===== src/rtl/bsr_sipo_pkg.sv =====
// Shared constants for the bidirectional serial-in/parallel-out shift register.
package bsr_sipo_pkg;
    localparam int   BSR_WIDTH      = 4;
    localparam logic BSR_MODE_RIGHT = 1'b0;
    localparam logic BSR_MODE_LEFT  = 1'b1;
endpackage


===== src/rtl/bsr_sipo.sv =====
// Bidirectional SIPO shift register: one serial bit enters per clock, left or right per mode.
module bsr_sipo
    import bsr_sipo_pkg::*;
#(
    parameter int WIDTH = BSR_WIDTH
) (
    input  logic             clk,
    input  logic             rst,
    input  logic             sin,
    input  logic             mode,
    output logic [WIDTH-1:0] pout
);

    logic [WIDTH-1:0] sr;

    // Left pulls sin into bit 0, right pulls it into the MSB; the far end bit falls off.
    function automatic logic [WIDTH-1:0] shift_next(
        input logic [WIDTH-1:0] cur,
        input logic             s,
        input logic             m
    );
        if (m == BSR_MODE_LEFT)
            return {cur[WIDTH-2:0], s};
        else
            return {s, cur[WIDTH-1:1]};
    endfunction

    always_ff @(posedge clk) begin
        if (rst)
            sr <= '0;
        else
            sr <= shift_next(sr, sin, mode);
    end

    assign pout = sr;

endmodule


===== config.mk =====
export PLATFORM = sky130hd
export DESIGN_NAME = bsr_sipo
export DESIGN_NICKNAME = d
export VERILOG_FILES = /design/src/rtl/bsr_sipo_pkg.sv /design/src/rtl/bsr_sipo.sv
export SDC_FILE = /design/constraint.sdc
export NUM_CORES = 1
export LEC_CHECK = 0
export BUFFER_PORTS_ARGS = -buffer_cell sky130_fd_sc_hd__buf_2
export CAP_MARGIN = 20
export CORE_AREA = 2 2 39 41
export DETAILED_ROUTE_END_ITERATION = 7
export DIE_AREA = 0 0 41 43
export RECOVER_POWER = 100
export SYNTH_ARGS = -nofsm -noshare
export SYNTH_HDL_FRONTEND = slang
export SYNTH_SLANG_ARGS = --single-unit

===== constraint.sdc =====
create_clock -name clk -period 1.58 [get_ports clk]
set_clock_uncertainty 0.2 [all_clocks]
set_input_delay 0.079 -clock clk [delete_from_list [all_inputs] [get_ports clk]]
set_output_delay 0.079 -clock clk [all_outputs]
set_load 0.02 [all_outputs]

# ---- After elaboration in Yosys (flattened, before gate mapping)
# Index checks and enable logic that the tools add are counted.
dict set report totals {
  ff_bits 4
  in_bits 4
  output_inout_bits 4
  word_cells 2
}
dict set report op_classes {
  n_mux 1
}
# op n
set ops {}
lappend ops {{$mux W4} 1}

# ---- Depth between registers and ports, before layout
# Gate-level depths: netlist (run 1).
dict set report logic_depth {
  ltp_word 1
  mapped_depth 3
  mapped_depth_nobuf 2
}

# ---- Worst setup path before layout (run 1)
# No wires, ideal clock.
dict set report synth_path {
  path_kind {register -> register}
  startpoint {register sr[1], in the netlist pout[1]}
  endpoint {register sr[2], in the netlist pout[2]}
  setup_ns 0.064
  arrival_ns 0.609
  t_required_ns 1.316
  slack_ns 0.707
  path_stages_with_launch 3
  n_path_buf 0
  synth_period_minus_slack_ns 0.873
  path_cell_list {dfxtp_1 > mux2i_1 > nor2_1}
}
dict set report synth_between {
  elab_chain_cells 1
}
# item line_no
set synth_rtl {}
lappend synth_rtl {{from (decl)} bsr_sipo.sv:14} ;# logic [WIDTH-1:0] sr;
lappend synth_rtl {{from (signal assigned)} bsr_sipo.sv:32} ;# sr <= shift_next(sr, sin, mode);
lappend synth_rtl {{$mux W4} bsr_sipo.sv:22} ;# if (m == BSR_MODE_LEFT)
# Every way passes these cells.
# A chain may end at the register's enable or synchronous reset.

# ---- Worst setup path in the final report (run 1)
dict set report layout_path {
  startpoint {input port mode}
  endpoint {register sr[3], in the netlist pout[3]}
}
dict set report layout_between {
  elab_chain_cells 1
}
# item line_no
set layout_rtl {}
lappend layout_rtl {{from (decl)} bsr_sipo.sv:10} ;# input logic mode,
lappend layout_rtl {{$mux W4} bsr_sipo.sv:22}
# Every way passes these cells.

==> reports/metrics.yaml, run 1 <==
pwr-share-clk_pct: 47.3
drt_iter0_markers: 0
cp-start-kind: "input port"
post-route-period-util_pct: 72.4
slowest_delay_ns: 0.63
max_cap_viol_count: 0
swShare_pct: 20.8
endpoint_kind: "flip-flop"
die_y_um: 43
vias_per_cell: 3.14
cts_made_buffers: 3
die_w_um: 41
drcViolationCount: 0
power_density_nw_per_um2: 1050
io_pins: 8
clk_pin_slew_ns: 0.04
combPwrFrac_pct: 11.2
coreArea_um2: 1380
grt_pass1_wl_um: 469
port_buffers: 7
row_count: 14
reg2reg_from: "pout[2]"
yosysTopAreaCell: "dfxtp_1"
yosysWarnings: 0
synthCells: 13
p_leak_nw: 0.110
peakVddDrop_mv: 0.144
setup_viol: 0
fin_setup_tns_ns: 0
period_needed_ns: 1.14
place_area_um2: 190
arrival_ns: 1.07
start_util_pct: 10.1
area_growth_pct: 76.8
hold-path-cell-count: 2
cts_tree: "done"
drive_gt1_share_pct: 23.1
synth-seq-cells: 4
rrSetupSlack_ns: 0.76
antenna_cells: 0
worst_pin_slew_ns: 0.251
report.final.slew_viol_count: 0
wire_per_inst_um: 7.50
fmaxAchievable_mhz: 874
overflow: 0
avgSynthCellArea_um2: 10.8
clock_sinks: 4
synthTopCellsByArea: "dfxtp_1 57%, mux2i_1 29%, nor2_1 11%"
die_area_um2: 1760
largest_reg_flops: 4
finalHoldViolCount: 0
nets: 32
syn_area_um2: 140
netlist.area_leader.share_pct: 57.1
yosysSeqAreaShare_pct: 57.1
antenna_found_initial: 0
min_from: "pout[3]"
grt_use_total_pct: 5.02
vias: 132
hold_end: "pout[2]"
dr.pass1.iters: 1
hold-worst-slack_ns: 0.292
stdcell_area_um2: 248
grt_pass1_vias: 152
final_cell_mix: "4 x mux2i_1, 4 x nor2_1, 4 x dlygate4sd3_1, 4 x clkbuf_1, 4 x dfxtp_1"
grt_max_degree: 5
p_int_mw: 0.205
clock_path_buffers: 2
slew_headroom_pct: 83.3
worstHoldPathType: "reg2reg"
p_seq_share_pct: 41.4
status: "complete, no violations"
worstPathCellList: "buf_2 -> dlygate4sd3_1 -> mux2i_1 -> nor2_1"
crit_buf_inv: 2
cts_root_buffer: "clkbuf_4"
rr_worst_depth: 2
totalWireLength_um: 315
clk_latency_ns: 0.23
gp_congestion: 0.464
ant_nets: 0
crit_family: "buffers and inverters"
critical_path_class: "in2reg"
htree_levels: 1
r2r-end: "pout[3]"
nFillCells: 164
rsz0062_at_grt: "no"
critPathMaxFanout: 3
p_sw_mw: 0.0540
cpMaxStageDelayCell: "dlygate4sd3_1"
synth_nets: 17
critPathRequiredTime_ns: 1.50
synthDistinctLibCells: 4
cts_resized: 0
## layer usage
| layer | track usage [%] | wire length [um] |
|---|---|---|
| met1 | 1.92 | 105 |
| met2 | 7.19 | 156 |
| met3 | 4.71 | 54 |
| met4 | 8.00 | 0 |
| met5 | 0 | 0 |
## worst max-delay path by stage
stage	from	endpoint	slack [ns]	depth (start not counted)
floorplan	pout[1]	pout[2]	0.71	2
global placement	pout[2]	pout[3]	0.77	2
detailed placement	pout[2]	pout[3]	0.75	2
CTS	sin	pout[0]	0.05	5
global route	mode	pout[3]	0.36	4
finish	mode	pout[3]	0.44	4
## power by group through the flow
stage                     Sequential, mW  Clock (mW)  Combinational, mW
after global placement             0.109           0             0.0223
after detailed placement           0.109           0             0.0225
after global routing               0.108       0.134             0.0323
after floorplan                    0.114           0            0.00906
final                              0.108       0.123             0.0291
after CTS                          0.107       0.132             0.0299
## synth_stat cells
cell	n
clkbuf_2	1
dfxtp_1	4
mux2i_1	4
nor2_1	4
## cells by family after synthesis
logic type             synth area share, %
buffers and inverters                 3.57
DFF                                   57.1
muxes                                 28.6
and+or+nand+nor                       10.7
## repair_timing
item	CTS	global route
setup endpoints to repair	0	1
hold buffers	4	1
buffers inserted	0	0
endpoints found under the hold margin	4	1
## through the flow
stage / cells / total power, mW / utilization [%] / setup slack (ns)
detailed placement: 35 / 0.131 / 13.7 / 0.752
global route: 42 / 0.274 / 17.9 / 0.365
CTS: 42 / 0.269 / 18.3 / 0.0544
global placement: 35 / 0.131 / 13.7 / 0.771
finish: 42 / 0.259 / 17.9 / 0.435
floorplan: 13 / 0.123 / - / 0.707
## layout make-up
cell class | count | area (um2) | area share (%)
Clock buffer | 3 | 22.5 | 9.09
Timing Repair Buffer | 11 | 70.1 | 28.3
Tap cell | 16 | 20.0 | 8.08
Multi-Input combinational cell | 8 | 55.1 | 22.2
Sequential cell | 4 | 80.1 | 32.3
## worst register-to-register path: cells and delay by family, from the launching register on
family	cells	cell delay (ns)
mux	1	0.15
simple gates	1	0.05
flops	1	0.31
No activity file was read; power rests on OpenSTA's default activity.
==> inputs of run 2 (changes only) <==
- ABC_AREA: default -> 1
- clock period: 1.58 -> 1.08 ns (I/O delays scaled with it)
==> run 2 against run 1 <==
Effect of this change:
- sequential cell count unchanged
- final cell count grew 29%
- critical path depth shrank 3
- via count rose by 35%
- design area is 9.6% higher
- routed wire length up 7.3%
- highest routed layer is now met4
==> reports/metrics.yaml, run 2 <==
largest_reg_flops: 4
synthDistinctLibCells: 7
start_util_pct: 12.7
crit_family: "flip-flops"
final_common_cell: "nand2_1"
netlist.area_leader.share_pct: 45.7
grt_pass1_vias: 156
die_area_um2: 1760
synth-main-ff-cell: "dfxtp_1"
hold-worst-slack_ns: 0.287
synthCells: 26
grt_use_total_pct: 5.92
endpoint_kind: "output pin"
stdcell_area_um2: 272
synth_edf_count: 0
coreArea_um2: 1380
cts_made_buffers: 3
final_cell_mix: "8 x nand2_1, 6 x nor2_1, 4 x inv_1, 4 x clkbuf_2, 4 x dfxtp_1"
yosysTopAreaCell: "dfxtp_1"
avgSynthCellArea_um2: 6.74
place_area_um2: 219
worst_slack_ns: 0.0600
port_buffers: 7
arrival_ns: 0.77
cts_tree: "done"
worstHoldPathType: "reg2reg"
path_depth: 1
grt_max_degree: 9
yosysWarnings: 0
power_density_nw_per_um2: 1530
antenna_cells: 0
row_count: 14
slew_headroom_pct: 91.3
dr.pass1.iters: 3
antenna_found_initial: 0
synthTopCellsByArea: "dfxtp_1 46%, nand2_1 17%, nor2_1 13%"
cts_root_buffer: "clkbuf_4"
crit_buf_inv: 1
clk_pin_slew_ns: 0.04
slowest_delay_ns: 0.35
nFillCells: 168
critPathMaxFanout: 3
hold-path-cell-count: 2
peakVddDrop_mv: 0.344
nets: 44
die_w_um: 41
cp-start-kind: "flip-flop"
critPathRequiredTime_ns: 0.83
drcViolationCount: 0
yosys-top-cells-count: "8 x nand2_1, 6 x nor2_1, 4 x dfxtp_1, 4 x inv_1, 2 x nor2_2"
setup_viol: 0
clk_latency_ns: 0.23
ant_nets: 0
wire_per_inst_um: 6.26
status: "complete, no violations"
rsz0062_at_grt: "no"
finalHoldViolCount: 0
yosysMostFrequentCell: "nand2_1"
cts_hold_buf: 3
gp_congestion: 0.730
htree_levels: 1
post_cts_buffers: 0
drive_gt1_share_pct: 34.2
cts_resized: 0
synth_nets: 30
place_inst: 48
final-seq-area_um2: 80.1
area_growth_pct: 55.0
rr_worst_depth: 4
die_y_um: 43
report.final.slew_viol_count: 0
asyncSetResetFlopFracSynth_pct: 0
clock_sinks: 4
fin_cells: 54
cpMaxStageDelayCell: "dfxtp_1"
overflow: 0
io_pins: 8
yosysSeqAreaShare_pct: 45.7
totalWireLength_um: 338
vias_per_cell: 3.30
grt_pass1_wl_um: 627
place_ws_ns: 0.255
multi_input_comb_area_um2: 65.1
worstPathCellList: "clkbuf_2"
clock_path_buffers: 2
post-route-period-util_pct: 94.4
critical_path_class: "reg2out"
synth-seq-cells: 4
fin_setup_tns_ns: 0
vias: 178
p_leak_nw: 0.145
max_cap_viol_count: 0
period_needed_ns: 1.02
fmaxAchievable_mhz: 980
drt_iter0_markers: 4
syn_area_um2: 175
worst_pin_slew_ns: 0.131
[run 2: metal layers]
| layer | vias to the layer above | part of all wire [%] | global-route usage (%) |
|---|---|---|---|
| met5 | - | 0 | 0 |
| met4 | 0 | 5.6 | 10.0 |
| met3 | 2 | 8.9 | 1.57 |
| met2 | 9 | 43 | 5.00 |
| met1 | 70 | 42 | 8.01 |
| li1 | 97 | - | - |
[run 2: where the power goes]
part / leakage [nW] / switching (mW) / total [mW] / internal, mW
Sequential: 0.0332 / 0.00594 / 0.165 / 0.159
Clock: 0.0138 / 0.0612 / 0.186 / 0.124
Combinational: 0.0984 / 0.0368 / 0.0643 / 0.0276
Total: 0.145 / 0.104 / 0.414 / 0.311
[run 2: path summary, 6_finish.rpt]
path                start      end  slack [ns]
hold reg to reg   pout[3]  pout[2]        0.29
hold / removal    pout[3]  pout[2]        0.29
setup reg to reg  pout[1]  pout[2]        0.24
setup / recovery  pout[1]  pout[1]        0.06
[run 2: logic make-up (layout without fill, tap and decap cells)]
| family | after synthesis | after routing | share of synthesized area (%) |
|---|---|---|---|
| and+or+nand+nor | 16 | 16 | 37.1 |
| buffers and inverters | 6 | 18 | 17.1 |
| DFF | 4 | 4 | 45.7 |
[run 2: cell type report]
class / count / area share (%)
sequential: 4 / 29.5
timing repair buffer: 10 / 24.0
clock buffer: 3 / 8.29
tap: 16 / 7.37
inverter: 5 / 6.91
multi-input combinational: 16 / 24.0
[run 2: through the flow]
step | total power, mW | utilization (%)
after floorplan | 0.208 | -
after global placement | 0.223 | 15.8
after detailed placement | 0.224 | 15.8
after CTS | 0.426 | 19.6
after global routing | 0.446 | 19.6
final | 0.414 | 19.6
[run 2: worst reg2reg max path: stages, from the launching register on]
cell	delay, ns
dfxtp_1	0.35
inv_1	0.05
nand2_1	0.06
nand2_1	0.06
nor2_2	0.07
